<file path="config.mk">
export PLATFORM = sky130hd
export DESIGN_NAME = decode_stage
export DESIGN_NICKNAME = d
export VERILOG_FILES = /design/src/rtl/cpu_core_pkg.sv /design/src/rtl/decode_logic.sv /design/src/rtl/decode_stage.sv
export SDC_FILE = /design/constraint.sdc
export NUM_CORES = 1
export LEC_CHECK = 0
export ABC_AREA = 1
export ABC_CLOCK_PERIOD_IN_PS = 5400
export CORE_ASPECT_RATIO = 0.5
export CORE_MARGIN = 2
export CORE_UTILIZATION = 49
export CTS_BUF_LIST = sky130_fd_sc_hd__clkbuf_8
export DETAILED_ROUTE_END_ITERATION = 16
export GPL_ROUTABILITY_DRIVEN = 0
export PLACE_DENSITY_LB_ADDON = 0.12
export SYNTH_ARGS = -nofsm -noshare
export SYNTH_HDL_FRONTEND = slang
export SYNTH_SLANG_ARGS = --single-unit
export TNS_END_PERCENT = 5
</file>
<file path="constraint.sdc">
create_clock -name clock_i -period 5.4 [get_ports clock_i]
set_input_delay 0.54 -clock clock_i [delete_from_list [all_inputs] [get_ports clock_i]]
set_output_delay 0.54 -clock clock_i [all_outputs]
set_load 0.01 [all_outputs]
</file>
<file path="src/rtl/cpu_core_pkg.sv">
// Shared decode-stage types: opcodes, ALU op encodings, FSM states and the
// pipeline entry record carried from fetch to execute.
package cpu_core_pkg;

    localparam int XLEN_MAX = 64;

    localparam logic [6:0] OP_LOAD   = 7'b0000011;
    localparam logic [6:0] OP_ALUI   = 7'b0010011;
    localparam logic [6:0] OP_AUIPC  = 7'b0010111;
    localparam logic [6:0] OP_STORE  = 7'b0100011;
    localparam logic [6:0] OP_ALU    = 7'b0110011;
    localparam logic [6:0] OP_LUI    = 7'b0110111;
    localparam logic [6:0] OP_BRANCH = 7'b1100011;
    localparam logic [6:0] OP_JALR   = 7'b1100111;
    localparam logic [6:0] OP_JAL    = 7'b1101111;

    localparam logic [6:0] F7_BASE = 7'b0000000;
    localparam logic [6:0] F7_ALT  = 7'b0100000;

    // Bit positions inside the one-hot {R,I,S,B,U,J} type vector
    localparam int TYPE_R = 5;
    localparam int TYPE_I = 4;
    localparam int TYPE_S = 3;
    localparam int TYPE_B = 2;
    localparam int TYPE_U = 1;
    localparam int TYPE_J = 0;

    typedef enum logic [3:0] {
        ADD  = 4'b0000,
        SUB  = 4'b0001,
        ILLG = 4'b1111
    } alu_op_e;

    typedef enum logic [1:0] {
        EMPTY = 2'd0,
        ONE   = 2'd1,
        TWO   = 2'd2
    } dec_state_e;

    // pc is sized for the widest datapath; narrower builds zero-extend it
    typedef struct packed {
        logic [31:0]         instr;
        logic [XLEN_MAX-1:0] pc;
        logic                pred_taken;
    } instr_entry_t;

endpackage

</file>
<file path="src/rtl/decode_logic.sv">
// Combinational instruction decoder: type flags, ALU op, sign-extended
// immediate, rd write enable and illegal flag from a raw instruction word.
module decode_logic
    import cpu_core_pkg::*;
#(
    parameter int XLEN = 32
) (
    input  logic [31:0]     instr,
    output logic [5:0]      itype,
    output logic [3:0]      alu_op,
    output logic [XLEN-1:0] imm,
    output logic            rd_we,
    output logic            illegal
);

    logic [6:0]  opcode;
    logic [2:0]  funct3;
    logic [6:0]  funct7;
    logic [31:0] imm_i;
    logic [31:0] imm_s;
    logic [31:0] imm_b;
    logic [31:0] imm_u;
    logic [31:0] imm_j;
    logic [31:0] imm32;

    assign opcode = instr[6:0];
    assign funct3 = instr[14:12];
    assign funct7 = instr[31:25];

    assign imm_i = {{20{instr[31]}}, instr[31:20]};
    assign imm_s = {{20{instr[31]}}, instr[31:25], instr[11:7]};
    assign imm_b = {{20{instr[31]}}, instr[7], instr[30:25], instr[11:8], 1'b0};
    assign imm_u = {instr[31:12], 12'b0};
    assign imm_j = {{12{instr[31]}}, instr[19:12], instr[20], instr[30:21], 1'b0};

    always_comb begin
        itype   = '0;
        alu_op  = ADD;
        imm32   = '0;
        illegal = 1'b0;
        case (opcode)
            OP_ALU: begin
                if (funct7 == F7_BASE || funct7 == F7_ALT) begin
                    itype[TYPE_R] = 1'b1;
                    alu_op        = {funct3, funct7[5]};
                end else begin
                    illegal = 1'b1;
                end
            end
            OP_ALUI: begin
                itype[TYPE_I] = 1'b1;
                imm32         = imm_i;
                // Only the shifts use instr[30] to pick logical vs arithmetic
                alu_op        = (funct3 == 3'b001 || funct3 == 3'b101) ?
                                {funct3, funct7[5]} : {funct3, 1'b0};
            end
            OP_LOAD, OP_JALR: begin
                itype[TYPE_I] = 1'b1;
                imm32         = imm_i;
            end
            OP_STORE: begin
                itype[TYPE_S] = 1'b1;
                imm32         = imm_s;
            end
            OP_BRANCH: begin
                itype[TYPE_B] = 1'b1;
                imm32         = imm_b;
                alu_op        = SUB;
            end
            OP_LUI, OP_AUIPC: begin
                itype[TYPE_U] = 1'b1;
                imm32         = imm_u;
            end
            OP_JAL: begin
                itype[TYPE_J] = 1'b1;
                imm32         = imm_j;
            end
            default: illegal = 1'b1;
        endcase
        if (illegal) alu_op = ILLG;
    end

    assign imm   = XLEN'($signed(imm32));
    assign rd_we = (itype[TYPE_R] | itype[TYPE_I] | itype[TYPE_U] | itype[TYPE_J])
                   && (instr[11:7] != 5'd0);

endmodule

</file>
<file path="src/rtl/decode_stage.sv">
// Decode stage between fetch and execute: valid/ready handshake, optional
// 2-entry skid buffer, flush priority, and combinational decode of the head.
module decode_stage
    import cpu_core_pkg::*;
#(
    parameter int          XLEN      = 32,
    parameter logic [XLEN-1:0] PC_INIT = '0,
    parameter bit          SKID_EN   = 1'b1,
    parameter logic [31:0] NOP_INSTR = 32'h0000_0013
) (
    input  logic            clock_i,
    input  logic            reset_i,
    input  logic            fu_valid_i,
    output logic            fu_ready_o,
    input  logic [31:0]     fu_instr_i,
    input  logic [XLEN-1:0] fu_pc_i,
    input  logic            fu_pred_taken_i,
    input  logic            flush_i,
    output logic            xu_valid_o,
    input  logic            xu_ready_i,
    output logic [31:0]     xu_instr_o,
    output logic [XLEN-1:0] xu_pc_o,
    output logic            xu_pred_taken_o,
    output logic [6:0]      xu_opcode_o,
    output logic [2:0]      xu_funct3_o,
    output logic [6:0]      xu_funct7_o,
    output logic [4:0]      xu_rs1_o,
    output logic [4:0]      xu_rs2_o,
    output logic [4:0]      xu_rd_o,
    output logic [5:0]      xu_type_o,
    output logic [3:0]      xu_alu_op_o,
    output logic [XLEN-1:0] xu_imm_o,
    output logic            xu_rd_we_o,
    output logic            xu_illegal_o,
    output logic [4:0]      rf_rs1_o,
    output logic [4:0]      rf_rs2_o,
    output logic            rf_read_en_o
);

    localparam instr_entry_t NOP_ENTRY = '{
        instr:      NOP_INSTR,
        pc:         XLEN_MAX'(PC_INIT),
        pred_taken: 1'b0
    };

    dec_state_e   state;
    instr_entry_t m;
    instr_entry_t s;
    instr_entry_t in_entry;
    logic         ready_q;
    logic         accept;
    logic         transfer;
    logic         dec_rd_we;
    logic         dec_illegal;

    assign in_entry = '{
        instr:      fu_instr_i,
        pc:         XLEN_MAX'(fu_pc_i),
        pred_taken: fu_pred_taken_i
    };

    assign xu_valid_o = (state != EMPTY);
    // Without the skid entry, M can only take a new word if it drains this cycle
    assign fu_ready_o = SKID_EN ? ready_q : (!xu_valid_o || xu_ready_i);
    assign accept     = fu_valid_i && fu_ready_o;
    assign transfer   = xu_valid_o && xu_ready_i;

    // With SKID_EN=0 the ONE/accept/!transfer arc is unreachable, so S is never filled
    always_ff @(posedge clock_i or posedge reset_i) begin
        if (reset_i) begin
            state   <= EMPTY;
            m       <= NOP_ENTRY;
            s       <= NOP_ENTRY;
            ready_q <= 1'b1;
        end else if (flush_i) begin
            state   <= EMPTY;
            m       <= NOP_ENTRY;
            s       <= NOP_ENTRY;
            ready_q <= 1'b1;
        end else begin
            case (state)
                EMPTY: begin
                    if (accept) begin
                        m     <= in_entry;
                        state <= ONE;
                    end
                end
                ONE: begin
                    if (accept && transfer) begin
                        m <= in_entry;
                    end else if (accept) begin
                        s       <= in_entry;
                        state   <= TWO;
                        ready_q <= 1'b0;
                    end else if (transfer) begin
                        m     <= NOP_ENTRY;
                        state <= EMPTY;
                    end
                end
                TWO: begin
                    if (transfer) begin
                        m       <= s;
                        s       <= NOP_ENTRY;
                        state   <= ONE;
                        ready_q <= 1'b1;
                    end
                end
                default: begin
                    state   <= EMPTY;
                    ready_q <= 1'b1;
                end
            endcase
        end
    end

    generate
        if (XLEN < XLEN_MAX) begin : g_pc_hi
            logic pc_hi_unused;
            assign pc_hi_unused = ^m.pc[XLEN_MAX-1:XLEN];
        end
    endgenerate

    decode_logic #(.XLEN(XLEN)) u_decode (
        .instr   (m.instr),
        .itype   (xu_type_o),
        .alu_op  (xu_alu_op_o),
        .imm     (xu_imm_o),
        .rd_we   (dec_rd_we),
        .illegal (dec_illegal)
    );

    assign xu_instr_o      = m.instr;
    assign xu_pc_o         = m.pc[XLEN-1:0];
    assign xu_pred_taken_o = m.pred_taken;
    assign xu_opcode_o     = m.instr[6:0];
    assign xu_funct3_o     = m.instr[14:12];
    assign xu_funct7_o     = m.instr[31:25];
    assign xu_rs1_o        = m.instr[19:15];
    assign xu_rs2_o        = m.instr[24:20];
    assign xu_rd_o         = m.instr[11:7];
    assign xu_rd_we_o      = dec_rd_we && xu_valid_o;
    assign xu_illegal_o    = dec_illegal && xu_valid_o;
    assign rf_rs1_o        = m.instr[19:15];
    assign rf_rs2_o        = m.instr[24:20];
    assign rf_read_en_o    = xu_valid_o;

endmodule

</file>
Word-level counts from Yosys, hierarchy flattened
Cells that the tools add are included.

word-level totals
  register bits = 165
  input port bits = 70
  output and inout port bits = 154
  word-level logic and storage cells = 90

operators by class
  equal/unequal tests = 22
  mux-type cells = 36
  bitwise operators = 3
  reductions and logical operators = 21

operators with widths
  operator                                        number
  2-to-1 mux 97 bit                               8
  case mux 97 bit (3 select lines)                1
  case mux 97 bit (2 select lines)                1
  case mux 32 bit (5 select lines)                1
  == test 7 x 6 -> 1 bit (second input constant)  4
  == test 7 bit (second input constant)           3
  == test 7 x 5 -> 1 bit (second input constant)  2
  2-to-1 mux 1 bit                                13
  2-to-1 mux 2 bit                                6
  != test 3 bit (second input constant)           4
  != test 4 bit (second input constant)           3
  case mux 4 bit (3 select lines)                 1
  AND reduction 4 bit                             3
  2-to-1 mux 4 bit                                2
  OR reduction 8 bit                              1
  == test 7 x 2 -> 1 bit (second input constant)  1
  logical NOT 7 bit                               1
  logical AND 1 bit                               6
  case mux 2 bit (3 select lines)                 1
  AND reduction 5 bit                             1
  nonzero test 5 bit                              1
  nonzero test 4 bit                              1
  == test 3 x 1 -> 1 bit (second input constant)  1
  == test 3 bit (second input constant)           1
  other kinds (12)                                15

Logic depth before layout (Yosys ltp)
Gate-level depths: netlist (run 1).

  depth after elaboration = 9
  mapped depth = 13
  gate-level depth less buffers = 11

Hierarchy
From an unflattened synthesis (run 1), not the netlist that was laid out.

second synthesis, totals
  cell total of the unflattened synthesis = 1056
  area, all modules = 7754.9 um^2

by module, submodules not included
  module        times used  cells each  area each (um^2)  sequential area each (um^2)
  decode_stage  1           898         6940.4            3337.0
  decode_logic  1           158         814.5             0.0

Least setup slack after synthesis (run 1)
OpenSTA, ideal clock, no wires.

  path kind = register to output
  start point = reg m (netlist bit xu_instr_o[4])
  end point = out xu_imm_o[21]
  data arrival time = 1.633 ns
  data required time = 4.860 ns
  path slack = 3.227 ns
  cell stages (with the launch flop) = 9
  buffers on the path = 1
  cell sequence = dfstp_2 inv_1 nand2_1 nor2_1 nand2_1 nand2_1 nor2_1 buf_2 o21ai_0

between the ends
  word-level cells in the longest chain between the ends = 3
  elaborated cells between the ends (all ways) = 11
  classes of those cells = 8 x eq/ne; 1 x mux; 2 x reduce/logical

ends and longest elaborated chain
  element                                                                    line                 text
  start: declaration                                                         decode_stage.sv:47   instr_entry_t m;
  start signal: assignment                                                   decode_stage.sv:84   m <= in_entry;
  start signal: assignment                                                   decode_stage.sv:90   m <= in_entry;
  start signal: assignment                                                   decode_stage.sv:102  m <= s;
  == test 7 x 5 -> 1 bit (tied with other cells)                             decode_logic.sv:41   case (opcode)
  OR reduction 3 bit (no line) / OR reduction 2 bit (equally long branches)  n/a
  case mux 32 bit (5 select lines) (*)                                       decode_logic.sv:41
  end: declaration                                                           decode_stage.sv:32   output logic [XLEN-1:0] xu_imm_o,

Every way passes the cells marked *; elsewhere a longest branch is shown, timed or not.

Worst setup path in the final report (run 1)
  start point = reg m (netlist bit xu_instr_o[4])
  end point = out xu_imm_o[25]

Same word-level chain as after synthesis.

==> out/summary.json, run 1 <==
{
  "run_status": {
    "status": "complete, no violations"
  },
  "clock_tree": {
    "cts_root_buffer": "clkbuf_8",
    "clk_pin_slew_ns": 0.08,
    "postCtsHoldBufs": 0,
    "ctsResizeCount": 0,
    "tritoncts": "done",
    "tritoncts.num_buffers": 17,
    "cts_max_level": 4,
    "cts_setup_buffers": 0,
    "clock-sinks": 133,
    "clk-insertion-delay-late_ns": 0.44,
    "clk_path_buf_depth": 2
  },
  "power_and_ir_drop": {
    "static-leakage-power_nw": 4.92,
    "irDropWorstVdd_mv": 0.240,
    "p_per_area_mw_per_mm2": 591
  },
  "synthesis": {
    "mappedNetlistNets": 1107,
    "post_synth_most_frequent_cells": "nand2_1 (536), nand3_1 (139), dfrtp_1 (126)",
    "netlist-cell-type-count": 26,
    "synth-edff-count": 0,
    "synth_top_flop_cell": "dfrtp_1",
    "syn-mean-instance-area_um2": 6.97,
    "yosys_warnings": 0,
    "synth_cells": 1034,
    "synthDominantCellAreaShare_pct": 43.7,
    "synth.most_common_cell": "nand2_1",
    "synth.ff_latch_count": 133,
    "post_synth_instance_area_mm2": 0.00721,
    "post-synth-top-area-cell": "dfrtp_1",
    "synth.area.top_cells": "dfrtp_1 (44%), nand2_1 (28%), nand3_1 (9.6%), buf_4 (5.0%), dfstp_2 (2.6%)",
    "synth-async-reset-ratio_pct": 100,
    "post_synthesis_sequential_area_ratio_pct": 46.3
  },
  "floorplan": {
    "die-width_um": 176,
    "core_area_mm2": 0.0144,
    "die-area_mm2": 0.0158,
    "initial_core_util_pct": 50.0,
    "ios": 224,
    "rows": 31,
    "dieHeight_um": 89.8
  },
  "setup_path": {
    "worstReg2RegStart": "state[0]",
    "r2r_cells": 10,
    "max_stage_delay_ns": 0.75,
    "setup.reg_to_reg.worst_slack_ns": 2.53,
    "timing.critical_path.arrival_ns": 3.05,
    "crit_fanout": 17,
    "critical_path.most_common_cell": "nand2_1",
    "critical_path.slowest_cell": "nor2_1",
    "cp-start-kind": "flip-flop",
    "criticalPathCategory": "flip-flop to primary output",
    "setup.worst_path.end": "xu_imm_o[25]",
    "worst_path_required_time_ns": 4.86,
    "reg2reg_to": "s[81]",
    "cp-startpoint": "xu_instr_o[4]",
    "timing.critical_path.cells": "inv_1, nand2_1, nor2_1, nand2_1, nand2_1, nor2_1, o21ai_0, clkdlybuf4s50_1",
    "critical_path.endpoint_type": "primary output"
  },
  "global_route": {
    "vias_in_the_first_global_route": 6835,
    "grt_antenna_before_repair": 0,
    "grt_start_max_net_pins": 98,
    "global_route_wire_length_before_repair_um": 34200,
    "grt_resource_usage_total_pct": 26.7,
    "grt_remaining_overflow": 0
  },
  "cells_and_area": {
    "finalCoreUtilization_pct": 66.5,
    "count_of_inserted_antenna_diode_cells": 0,
    "drive_above_1_share_pct": 4.60,
    "num-fill-cells": 1296,
    "layout-area-overhead-vs-synth_pct": 33.1,
    "instances_no_fill": 1394,
    "layout.nets": 1256
  },
  "timing": {
    "timing.fmax_mhz": 278,
    "finalHoldViolCount": 0,
    "timing.setup.tns_ns": 0,
    "max_slew.worst_pin.slew_ns": 1.29,
    "period_minus_slack_ns": 3.59,
    "worst_slew_margin_rel_pct": 13.7,
    "period_share_pct": 66.5,
    "rsz_0062_raised_after_global_routing": "false",
    "setup-violations-final": 0,
    "fin_worst_skew_ns": 0.0134,
    "slew_viol_final": 0
  },
  "detailed_routing": {
    "detail_route.vias_per_cell": 5.16,
    "ant_nets": 0,
    "wire_per_inst_um": 14.9,
    "dr.first_iter.drc_count": 614,
    "drc": 0,
    "wirelength_um": 20700,
    "detailedRoute.firstPassIterationCount": 6,
    "via_count": 7198
  },
  "job": {
    "cap_violations": 0
  },
  "placed_design": {
    "place_hpwl_um": 13700,
    "numPlacedInstances": 1362,
    "placement.io_buffers": 223
  },
  "hold_path": {
    "min_path_type": "flip-flop to flip-flop"
  }
}
[logic make-up (layout without fill, tap and decap cells)]
family	Yosys count	count (layout)	share of synthesized area [%]
AOI/OAI and AO/OA	29	29	2.08
adders and majority gates	3	3	0.521
buffers and inverters	139	301	10.1
DFF	133	133	46.3
and+or+nand+nor	730	730	41.0
[area by class of cell]
| class | instances | area (um^2) | share of cell area, % |
|---|---|---|---|
| Clock buffer | 18 | 248 | 2.58 |
| Clock inverter | 14 | 163 | 1.69 |
| Inverter | 40 | 155 | 1.62 |
| Multi-Input combinational cell | 762 | 3170 | 33.0 |
| Sequential cell | 133 | 3340 | 34.8 |
| Tap cell | 198 | 248 | 2.58 |
| Timing Repair Buffer | 229 | 2280 | 23.7 |
[per-stage QoR]
step                instance area, um^2  hold WS [ns]  worst slack (ns)  power [mW]
CTS                                9600         0.475              1.79        5.70
global placement                   9190         0.453              2.16        4.76
floorplan                          7210         0.443              1.32        3.52
finish                             9600         0.473              1.81        5.67
detailed placement                 9190         0.462              2.08        4.82
global route                       9600         0.488              1.57        6.08
[worst max-delay path: cells and delay by family (launching register included)]
kind	cells	cell delay, ns
compound gates	1	0.24
buf+inv	2	0.60
flops	1	0.60
simple gates	5	1.19
[sequential cells by signal (all words and copies together), names as in the netlist]
name	flops
fu_ready_o	1
s	65
state	2
xu_instr_o	32
xu_pc_o	32
xu_pred_taken_o	1
[report_power, final]
group	switching [mW]	leakage (nW)	total (mW)	internal (mW)
clock	0.402	0.199	0.866	0.465
sequential	0.397	1.74	1.83	1.43
combinational	1.66	2.97	2.98	1.32
total	2.46	4.92	5.67	3.21
[routing by layer]
layer	wire length, um	global-route usage [%]	up-vias	part of all wire (%)
met1	9050	36.1	3389	44
met3	1460	6.64	31	7.0
li1	-	-	3484	-
met2	9960	42.9	294	48
met4	274	7.51	0	1.3
met5	0	0	-	0
[how the worst min path moves through the flow]
stage | startpoint | to | slack [ns] | depth (start not counted)
after floorplan | s[65] | s[65] | 0.44 | 2
after global placement | s[66] | s[66] | 0.45 | 2
after detailed placement | fu_ready_o | fu_ready_o | 0.46 | 2
after CTS | fu_ready_o | fu_ready_o | 0.47 | 2
after global routing | fu_ready_o | fu_ready_o | 0.49 | 2
final | s[65] | s[65] | 0.47 | 2
[cells in the final DEF (no fill, tap or decap), types with 3 or more instances in the layout]
master | netlist | final
inv_2 | 4 | 5
o21ai_0 | 20 | 20
clkinvlp_4 | 0 | 5
inv_1 | 35 | 35
nor2_4 | 1 | 3
nand4_1 | 5 | 5
dfstp_2 | 7 | 7
clkbuf_8 | 0 | 18
nand3_1 | 139 | 139
dfrtp_1 | 126 | 126
ha_1 | 3 | 3
a21oi_1 | 5 | 5
nand2_1 | 536 | 535
bufinv_16 | 0 | 3
nor2_1 | 41 | 40
buf_4 | 48 | 6
clkdlybuf4s50_1 | 0 | 223
Power figures use the tool's default switching activity.
==> run 2: changes to the inputs <==
ABC_CLOCK_PERIOD_IN_PS = 3200   (was 5400)
CORE_UTILIZATION = 44   (was 49)
clock period = 3.2 ns   (was 5.4 ns; I/O delays follow)
==> run 2 against run 1 <==
Against the previous run:
- clock power grew 67%
- clock-buffer cell count increased by 1
- non-clock buffer count increased by 7
- die area is 11% higher
- first-iteration DRC count decreased by 3.9%
- critical path type unchanged
- critical endpoint is now xu_imm_o[26]
- largest power group unchanged
==> out/summary.json, run 2 (synthesis results as in run 1) <==
{
  "run_status": {
    "status": "complete, no violations"
  },
  "cells_and_area": {
    "drive_above_1_share": {"value": 5.57, "unit": "%", "change": "+0.97 points"},
    "most_used_cells_in_the_layout_excluding_fill_and_tap_cells": "nand2_1 (534), clkdlybuf4s50_1 (223), nand3_1 (139)",
    "multiInputGateArea": {"value": 0.00318, "unit": "mm^2", "change": "+0.43%"},
    "layout-area-overhead-vs-synth_pct": 34.8,
    "count_of_inserted_antenna_diode_cells": {"value": 0, "change": "unchanged"},
    "registers.top_by_ff_count": "s",
    "largest_register_ffs": {"value": 65, "change": "unchanged"},
    "layout.nets": {"value": 1263, "change": "+0.56%"},
    "register_area": {"value": 0.00334, "unit": "mm^2", "change": "unchanged"},
    "instances_no_fill": {"value": 1430, "change": "+2.6%"},
    "layout_commonest_cell": "nand2_1",
    "num-fill-cells": {"value": 1506, "change": "+16%"}
  },
  "detailed_routing": {
    "wirelength": {"value": 21500, "unit": "um", "change": "+3.5%"},
    "dr.first_iter.drc_count": {"value": 590, "change": "-3.9%"},
    "detail_route.vias_per_cell": {"value": 4.99, "change": "-3.4%"},
    "detailedRoute.firstPassIterationCount": {"value": 5, "change": "-1"},
    "via_count": {"value": 7134, "change": "-0.89%"},
    "drc": {"value": 0, "change": "unchanged"},
    "ant_nets": {"value": 0, "change": "unchanged"},
    "wire_per_inst": {"value": 15.0, "unit": "um", "change": "+0.86%"}
  },
  "setup_path": {
    "cp-start-kind": "flip-flop",
    "critical_path.endpoint_type": "primary output",
    "criticalPathCategory": "flip-flop to primary output",
    "worstReg2RegStart": "state[0]",
    "timing.critical_path.arrival": {"value": 2.69, "unit": "ns", "change": "-0.36 ns"},
    "reg2reg_to": "s[70]",
    "crit_fanout": {"value": 17, "change": "unchanged"},
    "max_stage_delay": {"value": 0.58, "unit": "ns", "change": "-0.17 ns"},
    "worst_path_required_time": {"value": 2.88, "unit": "ns", "change": "-1.98 ns"},
    "setup.worst_path.end": "xu_imm_o[26]",
    "count_of_buffer_and_inverter_cells_on_the_critical_path": {"value": 2, "change": "unchanged"},
    "r2r_cells": {"value": 11, "change": "+1"},
    "cp-startpoint": "xu_instr_o[0]",
    "setup.reg_to_reg.worst_slack": {"value": 0.45, "unit": "ns", "change": "-2.08 ns"},
    "critical_path.slowest_cell": "dfstp_2",
    "timing.critical_path.cells": "nand2_1, inv_1, nand2_1, o21ai_0, nor2_4, o21ai_0, clkdlybuf4s50_1",
    "critical_path_depth_in_cells": {"value": 7, "change": "-1"},
    "critPathTopFamily": "buffers and inverters"
  },
  "clock_tree": {
    "cts_root_buffer": "clkbuf_8",
    "clk_pin_slew": {"value": 0.09, "unit": "ns", "change": "about the same"},
    "tritoncts": "done",
    "clock-sinks": {"value": 133, "change": "unchanged"},
    "clk_path_buf_depth": {"value": 2, "change": "unchanged"},
    "cts_max_level": {"value": 4, "change": "unchanged"},
    "clk-insertion-delay-late": {"value": 0.43, "unit": "ns", "change": "about the same"},
    "tritoncts.num_buffers": {"value": 17, "change": "unchanged"},
    "cts_setup_buffers": {"value": 0, "change": "unchanged"}
  },
  "floorplan": {
    "ios": {"value": 224, "change": "unchanged"},
    "initial_core_util": {"value": 44.5, "unit": "%", "change": "-5.4 points"},
    "core_area": {"value": 0.0162, "unit": "mm^2", "change": "+12%"},
    "rows": {"value": 33, "change": "+6.5%"},
    "dieHeight": {"value": 94.5, "unit": "um", "change": "+5.3%"},
    "die-width": {"value": 185, "unit": "um", "change": "+5.4%"},
    "die-area": {"value": 0.0175, "unit": "mm^2", "change": "+11%"}
  },
  "timing": {
    "slew_viol_final": {"value": 0, "change": "unchanged"},
    "timing.setup.tns": {"value": 0, "unit": "ns", "change": "unchanged"},
    "period_share_pct": 94.1,
    "period_minus_slack_ns": 3.01,
    "worst_slew_margin_rel": {"value": 23.1, "unit": "%", "change": "+9.5 points"},
    "timing.fmax_mhz": 332,
    "finalHoldViolCount": {"value": 0, "change": "unchanged"},
    "setup-violations-final": {"value": 0, "change": "unchanged"},
    "max_slew.worst_pin.slew": {"value": 1.15, "unit": "ns", "change": "-0.137 ns"},
    "fin_worst_skew": {"value": 0.0130, "unit": "ns", "change": "-0.000465 ns"},
    "finalHoldWorstSlack": {"value": 0.391, "unit": "ns", "change": "-0.0825 ns"}
  },
  "global_route": {
    "grt_resource_usage_total": {"value": 25.3, "unit": "%", "change": "-1.4 points"},
    "grt_remaining_overflow": {"value": 0, "change": "unchanged"},
    "global_route_wire_length_before_repair": {"value": 34800, "unit": "um", "change": "+1.8%"},
    "vias_in_the_first_global_route": {"value": 6704, "change": "-1.9%"},
    "grt_antenna_before_repair": {"value": 1, "change": "+1"},
    "grt_start_max_net_pins": {"value": 134, "change": "+37%"}
  },
  "job": {
    "cap_violations": {"value": 0, "change": "unchanged"}
  },
  "power_and_ir_drop": {
    "p_per_area": {"value": 995, "unit": "mW/mm^2", "change": "+68%"},
    "power_total": {"value": 9.67, "unit": "mW", "change": "+70%"},
    "irDropWorstVdd": {"value": 0.409, "unit": "mV", "change": "+71%"},
    "static-leakage-power": {"value": 4.96, "unit": "nW", "change": "+0.83%"}
  },
  "placed_design": {
    "numPlacedInstances": {"value": 1398, "change": "+2.6%"},
    "placement.io_buffers": {"value": 223, "change": "unchanged"},
    "place_hpwl": {"value": 14000, "unit": "um", "change": "+1.6%"}
  },
  "hold_path": {
    "min_path_type": "input port to async pin"
  }
}
-- run 2: changes by cell type in the layout (fill, tap and decap cells not counted), moves of 2 or more --
| cell | previous run | this run |
|---|---|---|
| inv_6 | 1 | 4 |
| buf_12 | 0 | 2 |
| buf_4 | 6 | 11 |
| inv_1 | 35 | 33 |
-- run 2: tightest hold or removal path: stages --
cell	delay, ns
clkdlybuf4s50_1	0.44
clkinvlp_4	0.10
buf_12	0.46
-- run 2: stage by stage --
stage / setup WS [ns] / utilization [%] / cell area (um^2)
2_1_floorplan: 1.23 / - / 7210
3_3_place_gp: 0.253 / 57.5 / 9300
3_5_place_dp: 0.162 / 57.5 / 9300
4_1_cts: 0.00706 / 60.0 / 9710
5_1_grt: -0.0349 / 60.1 / 9720
6_report: 0.189 / 60.1 / 9720
-- run 2: power breakdown --
| part | internal (mW) | total, mW | switching [mW] |
|---|---|---|---|
| clock network | 0.743 | 1.45 | 0.706 |
| registers | 2.42 | 3.09 | 0.671 |
| logic | 2.27 | 5.14 | 2.86 |
-- run 2: how the worst min path moves through the flow --
stage	startpoint	end	slack [ns]	depth (start not counted)
after detailed placement	s[69]	s[69]	0.45	2
after global routing	fu_pc_i[26]	s[27]	0.46	3
after global placement	s[66]	s[66]	0.45	2
after CTS	fu_pc_i[26]	s[27]	0.44	3
final	reset_i	xu_pc_o[24]	0.39	3
after floorplan	s[65]	s[65]	0.44	2
-- run 2: layer usage --
layer  track usage (%)  vias to the layer above  share of wire, %
li1                  -                     3492                 -
met1              34.0                     3355                46
met2              41.6                      259                46
met3              5.48                       26               6.7
met4              6.94                        2               1.4
met5                 0                        -             0.047
-- run 2: final cells by class --
cell class / count / share of cell area, %
flip-flops and latches: 133 / 34.3
multi-input cells: 762 / 32.8
repair buffers: 236 / 24.2
well taps: 227 / 2.92
clock buffers: 19 / 2.69
inverters: 40 / 1.58
clock inverters: 13 / 1.49
-- run 2: repair_timing --
item                                    4_1_cts  5_1_grt
gates resized for setup                       1        3
pin swaps                                     0        0
endpoints found under the setup margin       17       27
hold buffers                                  0        0
==> run 3: changes to the inputs <==
PLACE_DENSITY = 0.79   (was not set)
PLACE_DENSITY_LB_ADDON = not set   (was 0.12)
==> run 3 against run 2 <==
Against the previous run:
- utilization fell by 0.093 points
- fmax rose by 0.76%
- worst setup slack improved by 0.023 ns
- via count rose by 1.5%
- register-to-register slack improved by 0.16 ns
- combinational power barely moved
- clock skew rose by 0.0022 ns
- die area did not move
- clock power fell by 9%
- largest power group unchanged
==> out/summary.json, run 3 (synthesis results as in run 1) <==
{
  "global_route": {
    "vias_in_the_first_global_route": {"value": 6628, "change": "-1.1%"},
    "global_route_wire_length_before_repair": {"value": 34100, "unit": "um", "change": "-2.1%"},
    "grt_resource_usage_total": {"value": 24.7, "unit": "%", "change": "-0.55 points"},
    "grt_remaining_overflow": {"value": 0, "change": "unchanged"},
    "grt_start_max_net_pins": {"value": 66, "change": "-51%"},
    "grt_antenna_before_repair": {"value": 0, "change": "-1"}
  },
  "power_and_ir_drop": {
    "power.switching_fraction": {"value": 44.1, "unit": "%", "change": "+0.27 points"},
    "static-leakage-power": {"value": 4.95, "unit": "nW", "change": "-0.16%"},
    "clock_network_fraction_of_total_power": {"value": 13.9, "unit": "%", "change": "-1.1 points"},
    "p_per_area": {"value": 982, "unit": "mW/mm^2", "change": "-1.3%"},
    "share_seq_of_total_power": {"value": 32.2, "unit": "%", "change": "+0.3 points"},
    "comb_power_share": {"value": 53.9, "unit": "%", "change": "+0.8 points"},
    "irDropWorstVdd": {"value": 0.491, "unit": "mV", "change": "+20%"},
    "power.net_switching": {"value": 4.20, "unit": "mW", "change": "-0.86%"},
    "cellInternalPower": {"value": 5.33, "unit": "mW", "change": "-2.0%"}
  },
  "cells_and_area": {
    "multiInputGateArea": {"value": 0.00318, "unit": "mm^2", "change": "about the same"},
    "num-fill-cells": {"value": 1499, "change": "-0.46%"},
    "layout-area-overhead-vs-synth_pct": 34.6,
    "drive_above_1_share": {"value": 5.57, "unit": "%", "change": "about the same"},
    "largest_register_ffs": {"value": 65, "change": "unchanged"},
    "layout.nets": {"value": 1262, "change": "-0.079%"},
    "registers.top_by_ff_count": "s",
    "register_area": {"value": 0.00334, "unit": "mm^2", "change": "unchanged"},
    "most_used_cells_in_the_layout_excluding_fill_and_tap_cells": "nand2_1 (534), clkdlybuf4s50_1 (223), nand3_1 (139)",
    "layout_commonest_cell": "nand2_1",
    "count_of_inserted_antenna_diode_cells": {"value": 0, "change": "unchanged"}
  },
  "floorplan": {
    "dieHeight": {"value": 94.5, "unit": "um", "change": "unchanged"},
    "core_area": {"value": 0.0162, "unit": "mm^2", "change": "unchanged"},
    "die-width": {"value": 185, "unit": "um", "change": "unchanged"},
    "initial_core_util": {"value": 44.5, "unit": "%", "change": "unchanged"},
    "rows": {"value": 33, "change": "unchanged"},
    "ios": {"value": 224, "change": "unchanged"},
    "die-area": {"value": 0.0175, "unit": "mm^2", "change": "unchanged"}
  },
  "clock_tree": {
    "clk-insertion-delay-late": {"value": 0.44, "unit": "ns", "change": "about the same"},
    "cts_root_buffer": "clkbuf_8",
    "clock-sinks": {"value": 133, "change": "unchanged"},
    "tritoncts": "done",
    "cts_max_level": {"value": 4, "change": "unchanged"},
    "tritoncts.num_buffers": {"value": 17, "change": "unchanged"},
    "clk_path_buf_depth": {"value": 2, "change": "unchanged"},
    "clk_pin_slew": {"value": 0.09, "unit": "ns", "change": "about the same"}
  },
  "setup_path": {
    "cp-start-kind": "flip-flop",
    "criticalPathCategory": "flip-flop to primary output",
    "timing.critical_path.cells": "inv_1, nand2_1, nor2_1, nand2_1, o21ai_0, nor2_2, o21ai_0, clkdlybuf4s50_1",
    "timing.critical_path.arrival": {"value": 2.67, "unit": "ns", "change": "-0.02 ns"},
    "critical_path.slowest_cell": "dfstp_2",
    "worst_path_required_time": {"value": 2.88, "unit": "ns", "change": "about the same"},
    "critical_path.endpoint_type": "primary output",
    "max_stage_delay": {"value": 0.57, "unit": "ns", "change": "about the same"},
    "count_of_buffer_and_inverter_cells_on_the_critical_path": {"value": 2, "change": "unchanged"},
    "critPathTopFamily": "simple AND/OR/NAND/NOR gates",
    "crit_fanout": {"value": 17, "change": "unchanged"}
  },
  "detailed_routing": {
    "via_count": {"value": 7238, "change": "+1.5%"},
    "wirelength": {"value": 21200, "unit": "um", "change": "-0.99%"},
    "drc": {"value": 0, "change": "unchanged"},
    "ant_nets": {"value": 0, "change": "unchanged"},
    "dr.first_iter.drc_count": {"value": 552, "change": "-6.4%"},
    "wire_per_inst": {"value": 14.9, "unit": "um", "change": "-0.92%"},
    "detail_route.vias_per_cell": {"value": 5.07, "change": "+1.5%"},
    "detailedRoute.firstPassIterationCount": {"value": 6, "change": "+1"}
  },
  "timing": {
    "finalHoldViolCount": {"value": 0, "change": "unchanged"},
    "period_minus_slack": {"value": 2.99, "unit": "ns", "change": "-0.0227 ns"},
    "setup-violations-final": {"value": 0, "change": "unchanged"},
    "timing.final.ws_setup": {"value": 0.212, "unit": "ns", "change": "+0.0227 ns"},
    "rsz_0062_raised_after_global_routing": "true",
    "fin_worst_skew": {"value": 0.0152, "unit": "ns", "change": "+0.00222 ns"},
    "worst_slew_margin_rel": {"value": 44.5, "unit": "%", "change": "+21 points"},
    "finalHoldWorstSlack": {"value": 0.369, "unit": "ns", "change": "-0.0213 ns"},
    "timing.fmax": {"value": 335, "unit": "MHz", "change": "+0.76%"},
    "slew_viol_final": {"value": 0, "change": "unchanged"},
    "period_share": {"value": 93.4, "unit": "%", "change": "-0.71 points"},
    "max_slew.worst_pin.slew": {"value": 0.830, "unit": "ns", "change": "-0.323 ns"}
  },
  "hold_path": {
    "min_path_type": "input port to async pin"
  },
  "run_status": {
    "status": "complete, no violations"
  },
  "placed_design": {
    "place_hpwl": {"value": 14600, "unit": "um", "change": "+4.6%"},
    "placement.io_buffers": {"value": 223, "change": "unchanged"},
    "post-place-ws": {"value": 0.451, "unit": "ns", "change": "+0.290 ns"}
  },
  "job": {
    "cap_violations": {"value": 0, "change": "unchanged"}
  }
}
-- run 3: power by group through the flow --
stage | Combinational, mW | Clock (mW) | Sequential, mW
after floorplan | 2.85 | 0 | 3.10
after global placement | 5.02 | 0 | 3.07
after detailed placement | 5.13 | 0 | 3.09
after CTS | 5.15 | 1.35 | 3.07
after global routing | 5.63 | 1.42 | 3.17
final | 5.14 | 1.32 | 3.07
-- run 3: what timing repair did --
action	4_1_cts	5_1_grt
setup buffers	0	0
resized for setup	1	3
hold buffers	0	0
setup endpoints to repair	4	13
-- run 3: final cells by class --
cell class                      instances  area share [%]
Sequential cell                       133            34.4
Clock buffer                           17            2.41
Timing Repair Buffer                  235            24.6
Tap cell                              227            2.93
Inverter                               40            1.59
Clock inverter                         15            1.34
Multi-Input combinational cell        762            32.8
-- run 3: per-stage QoR --
stage          cell area [um^2]  std cells  power (mW)  util [%]  TNS, ns
2_1_floorplan              7210       1034        5.95         -        0
3_3_place_gp               9330       1397        8.09      57.6        0
5_1_grt                    9710       1429        10.2      60.0   -0.162
4_1_cts                    9700       1429        9.58      59.9        0
6_report                   9710       1429        9.53      60.0        0
3_5_place_dp               9330       1397        8.22      57.6        0
-- run 3: layer usage --
| metal | part of all wire (%) | track usage [%] |
|---|---|---|
| met5 | 0 | 0 |
| met4 | 0.80 | 6.75 |
| met2 | 49 | 41.9 |
| met3 | 6.1 | 3.90 |
| met1 | 44 | 33.3 |
-- run 3: worst register-to-register path: cells and delay by family, from the launching register on --
kind                     cells  cell delay, ns
adder cells (fa/ha/maj)      1            0.33
buffers and inverters        4            0.85
flip-flops                   1            0.37
AND/OR/NAND/NOR              7            0.98
-- run 3: path summary, 6_finish.rpt --
path	startpoint	endpoint	slack, ns	cells after the start
worst max-delay path	xu_instr_o[4]	xu_imm_o[29]	0.21	8
worst min-delay path	reset_i	xu_pc_o[25]	0.37	2
worst max register to register	state[0]	s[71]	0.61	12
worst min register to register	s[69]	s[69]	0.47	2
max in group asynchronous	reset_i	s[66]	2.03	3
min in group clock_i	s[69]	s[69]	0.47	2
